===== config.mk =====
export PLATFORM = sky130hd
export DESIGN_NAME = fetch_stage
export DESIGN_NICKNAME = d
export VERILOG_FILES = /design/src/rtl/fetch_pkg.sv /design/src/rtl/fetch_skid_buf.sv /design/src/rtl/fetch_stage.sv
export SDC_FILE = /design/constraint.sdc
export NUM_CORES = 1
export LEC_CHECK = 0
export ABC_AREA = 1
export CORE_MARGIN = 2
export CORE_UTILIZATION = 25
export DETAILED_ROUTE_END_ITERATION = 6
export SLEW_MARGIN = 10
export SYNTH_ARGS = -nofsm -noshare
export SYNTH_HDL_FRONTEND = slang
export SYNTH_SLANG_ARGS = --single-unit

===== constraint.sdc =====
create_clock -name clk -period 9.15 [get_ports clk]
set_clock_uncertainty 0.1 [all_clocks]
set_input_delay 0.915 -clock clk [delete_from_list [all_inputs] [get_ports clk]]
set_output_delay 0.915 -clock clk [all_outputs]
set_load 0.1 [all_outputs]

===== src/rtl/fetch_pkg.sv =====
// Shared types and constants for the instruction-fetch stage.
package fetch_pkg;

   typedef enum logic [1:0] {
      IDLE  = 2'd0,
      FETCH = 2'd1,
      HELD  = 2'd2
   } fetch_state_e;

   typedef struct packed {
      logic [31:0] pc;
      logic [31:0] pc_plus4;
      logic [31:0] inst;
   } ifid_t;

   localparam logic [31:0] INST_NOP = 32'h0000_0013;
   localparam logic [31:0] PC_STEP  = 32'd4;

   function automatic logic [31:0] align_pc(input logic [31:0] a);
      return {a[31:2], 2'b00};
   endfunction

endpackage


===== src/rtl/fetch_skid_buf.sv =====
// One-entry holding register for an instruction that returns while the stage is stalled.
module fetch_skid_buf
   import fetch_pkg::*;
(
   input  logic  clk,
   input  logic  rst,
   input  logic  i_load,
   input  logic  i_clear,
   input  ifid_t i_dat,
   output ifid_t o_dat
);

   ifid_t r_dat;

   always_ff @(posedge clk or posedge rst) begin
      if (rst) begin
         r_dat <= '{pc: 32'h0, pc_plus4: 32'h0, inst: INST_NOP};
      end else if (i_clear) begin
         r_dat <= '{pc: 32'h0, pc_plus4: 32'h0, inst: INST_NOP};
      end else if (i_load) begin
         r_dat <= i_dat;
      end
   end

   assign o_dat = r_dat;

endmodule


===== src/rtl/fetch_stage.sv =====
// RISC-V instruction-fetch stage: PC register, imem handshake, IF/ID register, stall/flush handling.
module fetch_stage
   import fetch_pkg::*;
#(
   parameter logic [31:0] RESET_PC = 32'h0000_0000
) (
   input  logic        clk,
   input  logic        rst,
   input  logic [31:0] pc_in,
   input  logic        stall,
   input  logic        flush,
   output logic [31:0] pc_plus4,
   output logic        imem_req,
   output logic [31:0] imem_addr,
   input  logic        imem_ready,
   input  logic [31:0] imem_rdata,
   output logic [31:0] ifid_pc,
   output logic [31:0] ifid_pc_plus4,
   output logic [31:0] ifid_inst,
   output logic        ifid_valid
);

   fetch_state_e r_state, w_state_nxt;
   logic [31:0]  r_pc, w_pc_nxt;
   ifid_t        r_ifid, w_ifid_nxt;
   logic         r_ifid_valid, w_valid_nxt;
   logic         w_skid_load, w_skid_clear;
   ifid_t        w_skid;
   ifid_t        w_fetched;
   logic [31:0]  w_pc_plus4;
   logic         w_accept;

   assign w_pc_plus4 = r_pc + PC_STEP;
   assign w_accept   = imem_req & imem_ready;
   assign w_fetched  = '{pc: r_pc, pc_plus4: w_pc_plus4, inst: imem_rdata};

   fetch_skid_buf u_skid (
      .clk     (clk),
      .rst     (rst),
      .i_load  (w_skid_load),
      .i_clear (w_skid_clear),
      .i_dat   (w_fetched),
      .o_dat   (w_skid)
   );

   always_ff @(posedge clk or posedge rst) begin
      if (rst) begin
         r_state      <= IDLE;
         r_pc         <= RESET_PC;
         r_ifid       <= '{pc: 32'h0, pc_plus4: 32'h0, inst: INST_NOP};
         r_ifid_valid <= 1'b0;
      end else begin
         r_state      <= w_state_nxt;
         r_pc         <= w_pc_nxt;
         r_ifid       <= w_ifid_nxt;
         r_ifid_valid <= w_valid_nxt;
      end
   end

   always_comb begin
      w_state_nxt  = r_state;
      w_pc_nxt     = r_pc;
      w_ifid_nxt   = r_ifid;
      w_valid_nxt  = r_ifid_valid;
      w_skid_load  = 1'b0;
      w_skid_clear = 1'b0;
      case (r_state)
         IDLE: begin
            w_state_nxt = FETCH;
         end
         FETCH: begin
            if (flush) begin
               // Anything accepted this cycle belongs to the squashed path.
               w_ifid_nxt.inst = INST_NOP;
               w_valid_nxt     = 1'b0;
               w_pc_nxt        = align_pc(pc_in);
               w_skid_clear    = 1'b1;
            end else if (w_accept && !stall) begin
               w_ifid_nxt  = w_fetched;
               w_valid_nxt = 1'b1;
               w_pc_nxt    = align_pc(pc_in);
            end else if (w_accept) begin
               w_skid_load = 1'b1;
               w_state_nxt = HELD;
            end else if (!stall) begin
               w_ifid_nxt.inst = INST_NOP;
               w_valid_nxt     = 1'b0;
            end
         end
         HELD: begin
            if (flush) begin
               w_ifid_nxt.inst = INST_NOP;
               w_valid_nxt     = 1'b0;
               w_pc_nxt        = align_pc(pc_in);
               w_skid_clear    = 1'b1;
               w_state_nxt     = FETCH;
            end else if (!stall) begin
               w_ifid_nxt  = w_skid;
               w_valid_nxt = 1'b1;
               w_pc_nxt    = align_pc(pc_in);
               w_state_nxt = FETCH;
            end
         end
         default: begin
            w_state_nxt = IDLE;
         end
      endcase
   end

   assign imem_req      = (r_state == FETCH);
   assign imem_addr     = r_pc;
   assign pc_plus4      = w_pc_plus4;
   assign ifid_pc       = r_ifid.pc;
   assign ifid_pc_plus4 = r_ifid.pc_plus4;
   assign ifid_inst     = r_ifid.inst;
   assign ifid_valid    = r_ifid_valid;

endmodule


# [Word-level counts from Yosys, hierarchy flattened]
# Index checks and enable logic that the tools add are counted.
[word_totals] regBits=227 in_bits=69
[op_classes] n_addsub=1 eq_ne=12 mux=36 bitwise=1 reduce_logical=10
[op_table] operator="32-bit 2-to-1 mux" n=9
[op_table] operator="96-bit 2-to-1 mux" n=3
[op_table] operator="64-bit 2-to-1 mux" n=3
[op_table] operator="96-bit one-hot mux with 2 select lines" n=1
[op_table] operator="32-bit one-hot mux with 2 select lines" n=1
[op_table] operator="32-bit by 3-bit adder with 32-bit output (second input constant)" n=1
[op_table] operator="1-bit 2-to-1 mux" n=12
[op_table] operator="2-bit 2-to-1 mux" n=5
[op_table] operator="2-bit != test (second input constant)" n=4
[op_table] operator="4-bit by 3-bit != test with 1-bit output (second input constant)" n=2
[op_table] operator="4-bit AND reduction" n=2
[op_table] operator="2-bit one-hot mux with 3 select lines" n=1
[op_table] operator="5-bit AND reduction" n=1
[op_table] operator="2-bit by 1-bit != test with 1-bit output (second input constant)" n=2
[op_table] operator="2-bit nonzero test" n=2
[op_table] operator="3-bit by 2-bit != test with 1-bit output (second input constant)" n=1
[op_table] operator="3-bit != test (second input constant)" n=1
[op_table] operator="3-bit AND reduction" n=1
[op_table] operator="2-bit by 1-bit equality test with 1-bit output (second input constant)" n=1
[op_table] operator="2-bit equality test (second input constant)" n=1
[op_table] operator="2-bit zero test" n=1
[op_table] operator="1-bit one-hot mux with 2 select lines" n=1
[op_table] operator="2-bit OR reduction" n=1
[op_table] operator="1-bit bitwise AND" n=1
[op_table] operator="2 further kinds" n=2

# [Depth between registers and ports, before layout]
[depth] ltp_word=8 depth_mapped=10 mapped_depth_nobuf=10

# [Cells and area by module]
# A second synthesis with hierarchy kept.
[hier_totals] hier_cells=1314 area_unflattened_um2=10505.1
[modules_own_cells] mod="fetch_stage" n_inst=1 cells_each=896 area_each_um2=6671.4 seq_area_each_um2=3231.8
[modules_own_cells] mod="fetch_skid_buf" n_inst=1 cells_each=418 area_each_um2=3833.7 seq_area_each_um2=2406.1

# [Worst setup path after synthesis]
# Ideal clock, no wire load.
[synth_path] path_type="register -> output" startpoint="register r_pc[2], in the netlist imem_addr[2]" endpoint="output pc_plus4[9]" arrival_ns=3.613 required_time_ns=8.135 setup_slack_ns=4.522 path_stages_with_launch=5 path_buffers=0 path_cell_list="dfrtp_1 > inv_1 > nor2_4 > nand2_2 > xor2_1"
[synth_via] elab_chain_cells=1
[synth_lines] element="start: declaration" line_no="fetch_stage.sv:24" rtl="logic [31:0] r_pc, w_pc_nxt;"
[synth_lines] element="start signal: assignment" line_no="fetch_stage.sv:54" rtl="r_pc <= w_pc_nxt;"
[synth_lines] element="32-bit by 3-bit adder with 32-bit output" line_no="fetch_stage.sv:33" rtl="assign w_pc_plus4 = r_pc + PC_STEP;"
[synth_lines] element="end: declaration" line_no="fetch_stage.sv:12" rtl="output logic [31:0] pc_plus4,"
# Every way passes these cells.

# [Final worst setup path]
[layout_path] startpoint="register r_pc[3], in the netlist imem_addr[3]" endpoint="output pc_plus4[24]"
# Same word-level chain as after synthesis.

==> results.ini <==
[global_route]
grt_overflow=0
gr-usage-all-layers_pct=16.3
grt_pass1_wl_um=51800
grt_pass1_vias=8658
grt_max_degree=75
grt_antenna_before_repair=0

[job]
cap_violations=0

[critical_path]
crit_path_frequent_cell=nand2_1
cp.depth=8
crit_buf_inv=1
r2r_start=r_state[0]$_DFFE_PP0P_
r2r_setup_slack_ps=6250
cpLargestDelayFamily=buffers and inverters
crit_path_start_kind=flip-flop
crit_slowest_cell=clkdlybuf4s50_1
regToRegEndpoint=ifid_inst[21]$_DFFE_PP0P_
crit_path_end_kind=output port
crit_type=flip-flop to output port
cpPeakStageDelay_ps=1160
critPathArrivalTime_ps=3440
cp_max_fo=5
path_cells=ha_1, nand2_1, nor2_4, nand2_1, nor2_1, nand3_1, nand2_1, clkdlybuf4s50_1
cp.required_ps=8140
crit_end=pc_plus4[24]
reg2reg_depth=8
startpoint=imem_addr[3]$_DFFE_PP0P_

[cts]
clock_sinks=217
htreeDepth=1
cts_resized=0
path_clk_slew_ps=60
cts-buffers-inserted=26
cts_buffer_depth=3
postCtsHoldBufs=0
cts_root_buf=clkbuf_16
cts_tree=yes
post-cts-setup-buffers=0
clk-insertion-delay-late_ps=530

[floorplan]
placementRows=72
start_util_pct=25.3
die_x_um=201
die_h_um=201
io_pins=231
core-area_sq_um=38600
die_area_sq_um=40600

[route]
firstDrtPassIters=5
drt_iter0_markers=625
totalWireLength_um=33400
drc=0
wl_per_cell_um=17.7
dr_total_vias=8688
ant_nets=0
vias_per_cell=4.59

[logic_synthesis]
avgSynthCellArea_sq_um=8.42
synth_area_sq_um=9750
ys_types=28
ys_ff_latch=217
yosys_warnings=0
syn_inst=1158
yosysSeqAreaShare_pct=55.8

[placed_design]
port-buffer-count=220
dp_hpwl_um=22700
gp_congestion=0.897

[sta]
drv_slew=0
fin_setup_tns_ps=0
relSlewSlack_pct=22.7
period_share_pct=48.6
report.final.setup_viol=0
rsz0062_at_grt=no
worst_pin_slew_ps=1160
max_freq_mhz=225
fin_crit_ps=4450
finalHoldViolCount=0

[status]
status=finished clean

[layout]
drive_gt1_share_pct=5.68
seq_area_sq_um=5440
antenna_cells=0
fillers=4058
nNetsFinal=1428
layout_common_cells=364 x nand2_1, 220 x clkdlybuf4s50_1, 211 x dfrtp_1
multi_input_area_sq_um=3750
syn2layout_area_growth_pct=36.3
layout_commonest_cell=nand2_1

[min_path]
hold_class=flip-flop to flip-flop

-- worst min path at each step --
stage                                  from                      endpoint  slack (ps)  cells after the start
4_1_cts        u_skid.o_dat[36]$_DFFE_PP0P_  u_skid.o_dat[36]$_DFFE_PP0P_         380                      2
6_report       u_skid.o_dat[36]$_DFFE_PP0P_  u_skid.o_dat[36]$_DFFE_PP0P_         380                      2
3_3_place_gp   u_skid.o_dat[35]$_DFFE_PP0P_  u_skid.o_dat[35]$_DFFE_PP0P_         360                      2
3_5_place_dp   u_skid.o_dat[36]$_DFFE_PP0P_  u_skid.o_dat[36]$_DFFE_PP0P_         360                      2
2_1_floorplan  u_skid.o_dat[35]$_DFFE_PP0P_  u_skid.o_dat[35]$_DFFE_PP0P_         340                      2
5_1_grt            ifid_inst[0]$_DFFE_PP1P_      ifid_inst[0]$_DFFE_PP1P_         400                      2
-- registers in the layout (all words and copies together) (netlist names) --
signal,count
u_skid.o_dat,92
ifid_inst,32
ifid_pc,30
ifid_pc_plus4,30
imem_addr,30
r_state,2
ifid_valid,1
-- Yosys cell counts --
cell type	count	area, sq um
xor2_1	7	61.3
nor2_2	3	18.8
buf_1	4	15.0
o211ai_2	1	12.5
dfstp_2	6	158
inv_1	71	267
a211oi_1	1	7.51
ha_1	5	62.6
o21ai_1	7	35.0
conb_1	1	3.75
a31oi_1	61	382
clkbuf_1	27	101
nor2_1	138	518
a21oi_1	68	340
nor3_1	1	5.00
dfrtp_1	211	5280
o22ai_1	3	18.8
buf_4	12	90.1
inv_2	3	11.3
nand3_1	29	145
nor2_4	6	67.6
buf_2	26	130
and2_1	5	31.3
o21ai_0	61	305
nand2_1	365	1370
a22o_1	31	272
nand2_2	2	12.5
o221ai_1	3	26.3
-- through the flow --
step | hold slack, ps | util [%] | worst slack, ps | instance area, sq um | std cells
final | 379 | 34.4 | 4700 | 13300 | 1892
after global routing | 396 | 34.4 | 4520 | 13300 | 1892
after CTS | 378 | 34.4 | 4690 | 13300 | 1892
after detailed placement | 364 | 32.2 | 5280 | 12400 | 1844
after global placement | 361 | 32.1 | 5300 | 12400 | 1844
after floorplan | 342 | - | 2210 | 9770 | 1165
-- kinds of logic after synthesis --
kind of cell	count (synthesis)	share of synthesized area, %
simple gates	549	22.2
xor+xnor	7	0.629
other cells	1	0.0385
fa+ha+maj	5	0.642
compound gates	236	14.4
buf+inv	143	6.30
flops	217	55.8
-- final cells by class --
type / count / share of cell area [%]
Timing Repair Buffer: 230 / 17.1
Clock inverter: 10 / 0.848
Clock buffer: 38 / 5.78
Multi-Input combinational cell: 805 / 28.3
Tap cell: 518 / 4.88
Sequential cell: 217 / 40.9
Inverter: 74 / 2.15
-- per-layer routing --
metal / global-route usage [%] / vias up / share of wire [%]
li1: - / 4143 / -
met1: 21.8 / 4152 / 43
met2: 26.6 / 340 / 46
met3: 3.73 / 53 / 8.3
met4: 4.54 / 0 / 2.3
met5: 0 / - / 0
-- worst min-delay path: cells and delay by family (launching register included) --
family	cells	cell delay [ps]
flops	1	350
simple gates	2	100
Power is not shown: default switching activity piles up to over one toggle a cycle in this logic, so the estimate is an artifact.
==> RTL change: new RTL, config.mk and constraints unchanged <==
Encoding of `fetch_state_e`: now one-hot (3 bits for 3 states).
--- a/src/rtl/fetch_pkg.sv
+++ b/src/rtl/fetch_pkg.sv
@@ -1,10 +1,10 @@
 // Shared types and constants for the instruction-fetch stage.
 package fetch_pkg;
 
-   typedef enum logic [1:0] {
-      IDLE  = 2'd0,
-      FETCH = 2'd1,
-      HELD  = 2'd2
+   typedef enum logic [2:0] {
+      IDLE  = 3'b001,
+      FETCH = 3'b010,
+      HELD  = 3'b100
    } fetch_state_e;
 
    typedef struct packed {
Formal check against the unedited RTL: same outputs for any inputs over 4 cycles, from zero or initial values and one cycle with rst high; so few cycles prove little.
==> RTL change against the original RTL <==
Cell area grew 1.8%; register-to-register slack lost 1.5 ns; setup slack lost 0.17 ns; critical path depth grew 1; sequential cell count grew 1; area after synthesis grew 2.7%; routed wire length grew 2.3%; count of clock-buffer cells in the layout is the same; critical path type unchanged; highest routed layer unchanged.
Power is left out: the tool's default activity adds up to more than one toggle a clock period on the data nets, which glitch-free logic cannot reach.
==> RTL change: results <==
set metrics [dict create \
    met3_usage_pct 4.85 \
    whs_ns 0.372 \
    dr_wl_met2_um 15600 \
    worstPathArrival_ns 3.60 \
    viasPerCell 4.51 \
    synth_area_per_cell_um2 8.12 \
    r2r_slack_ns 4.70 \
    met1_length_um 14700 \
    final.setup.worst_slack_ns 4.53 \
    min_from "u_skid.o_dat[35]" \
    yosysUniqueCellTypes 30 \
    relSlewSlack_pct 23.9 \
    outcome "completed" \
    dp_slack_ns 4.60 \
    dp_hpwl_um 23200 \
    grtUsageMet2_pct 26.2 \
    fin_nets 1497 \
    r2r-start "r_state[0]" \
    placed_cell_area_um2 12600 \
    worstSetupEndpoint "pc_plus4[12]" \
    grt_usage_pct 16.2 \
    gr-usage-met1_pct 21.6 \
    numCtsBuffers 27 \
    synth_area_leaders "dfrtp_1 (53%), nand2_1 (16%), nor2_1 (5.2%), o21ai_0 (4.4%), inv_1 (4.4%)" \
    ff2ff_path_depth 11 \
    hold_path_end "u_skid.o_dat[35]" \
    vias 8897 \
    drive_above_1_share_pct 6.22 \
    gp_congestion 0.934 \
    yosysSeqAreaShare_pct 54.6 \
]
[RTL change: logic make-up (layout without fill, tap and decap cells)]
group | after synthesis | count (layout) | share of synthesized area (%)
compound gates | 207 | 207 | 12.9
xor+xnor | 7 | 7 | 0.612
fa+ha+maj | 1 | 1 | 0.125
buf+inv | 195 | 401 | 8.35
flops | 218 | 218 | 54.6
other cells | 1 | 9 | 0.0375
simple gates | 604 | 604 | 23.4
[RTL change: layout make-up]
cell class	instances	area, um^2
flip-flops and latches	218	5460
well taps	525	657
multi-input cells	827	3750
diodes	1	2.50
clock inverters	10	133
clock buffers	38	777
repair buffers	228	2260
inverters	125	477
fillers	4156	26100
[RTL change: worst max-delay path: cells and delay by family (launching register included)]
family                     cells  cell delay [ns]
DFF                            1             0.45
adders and majority gates      1             0.25
and+or+nand+nor                6             1.10
buffers and inverters          2             1.26
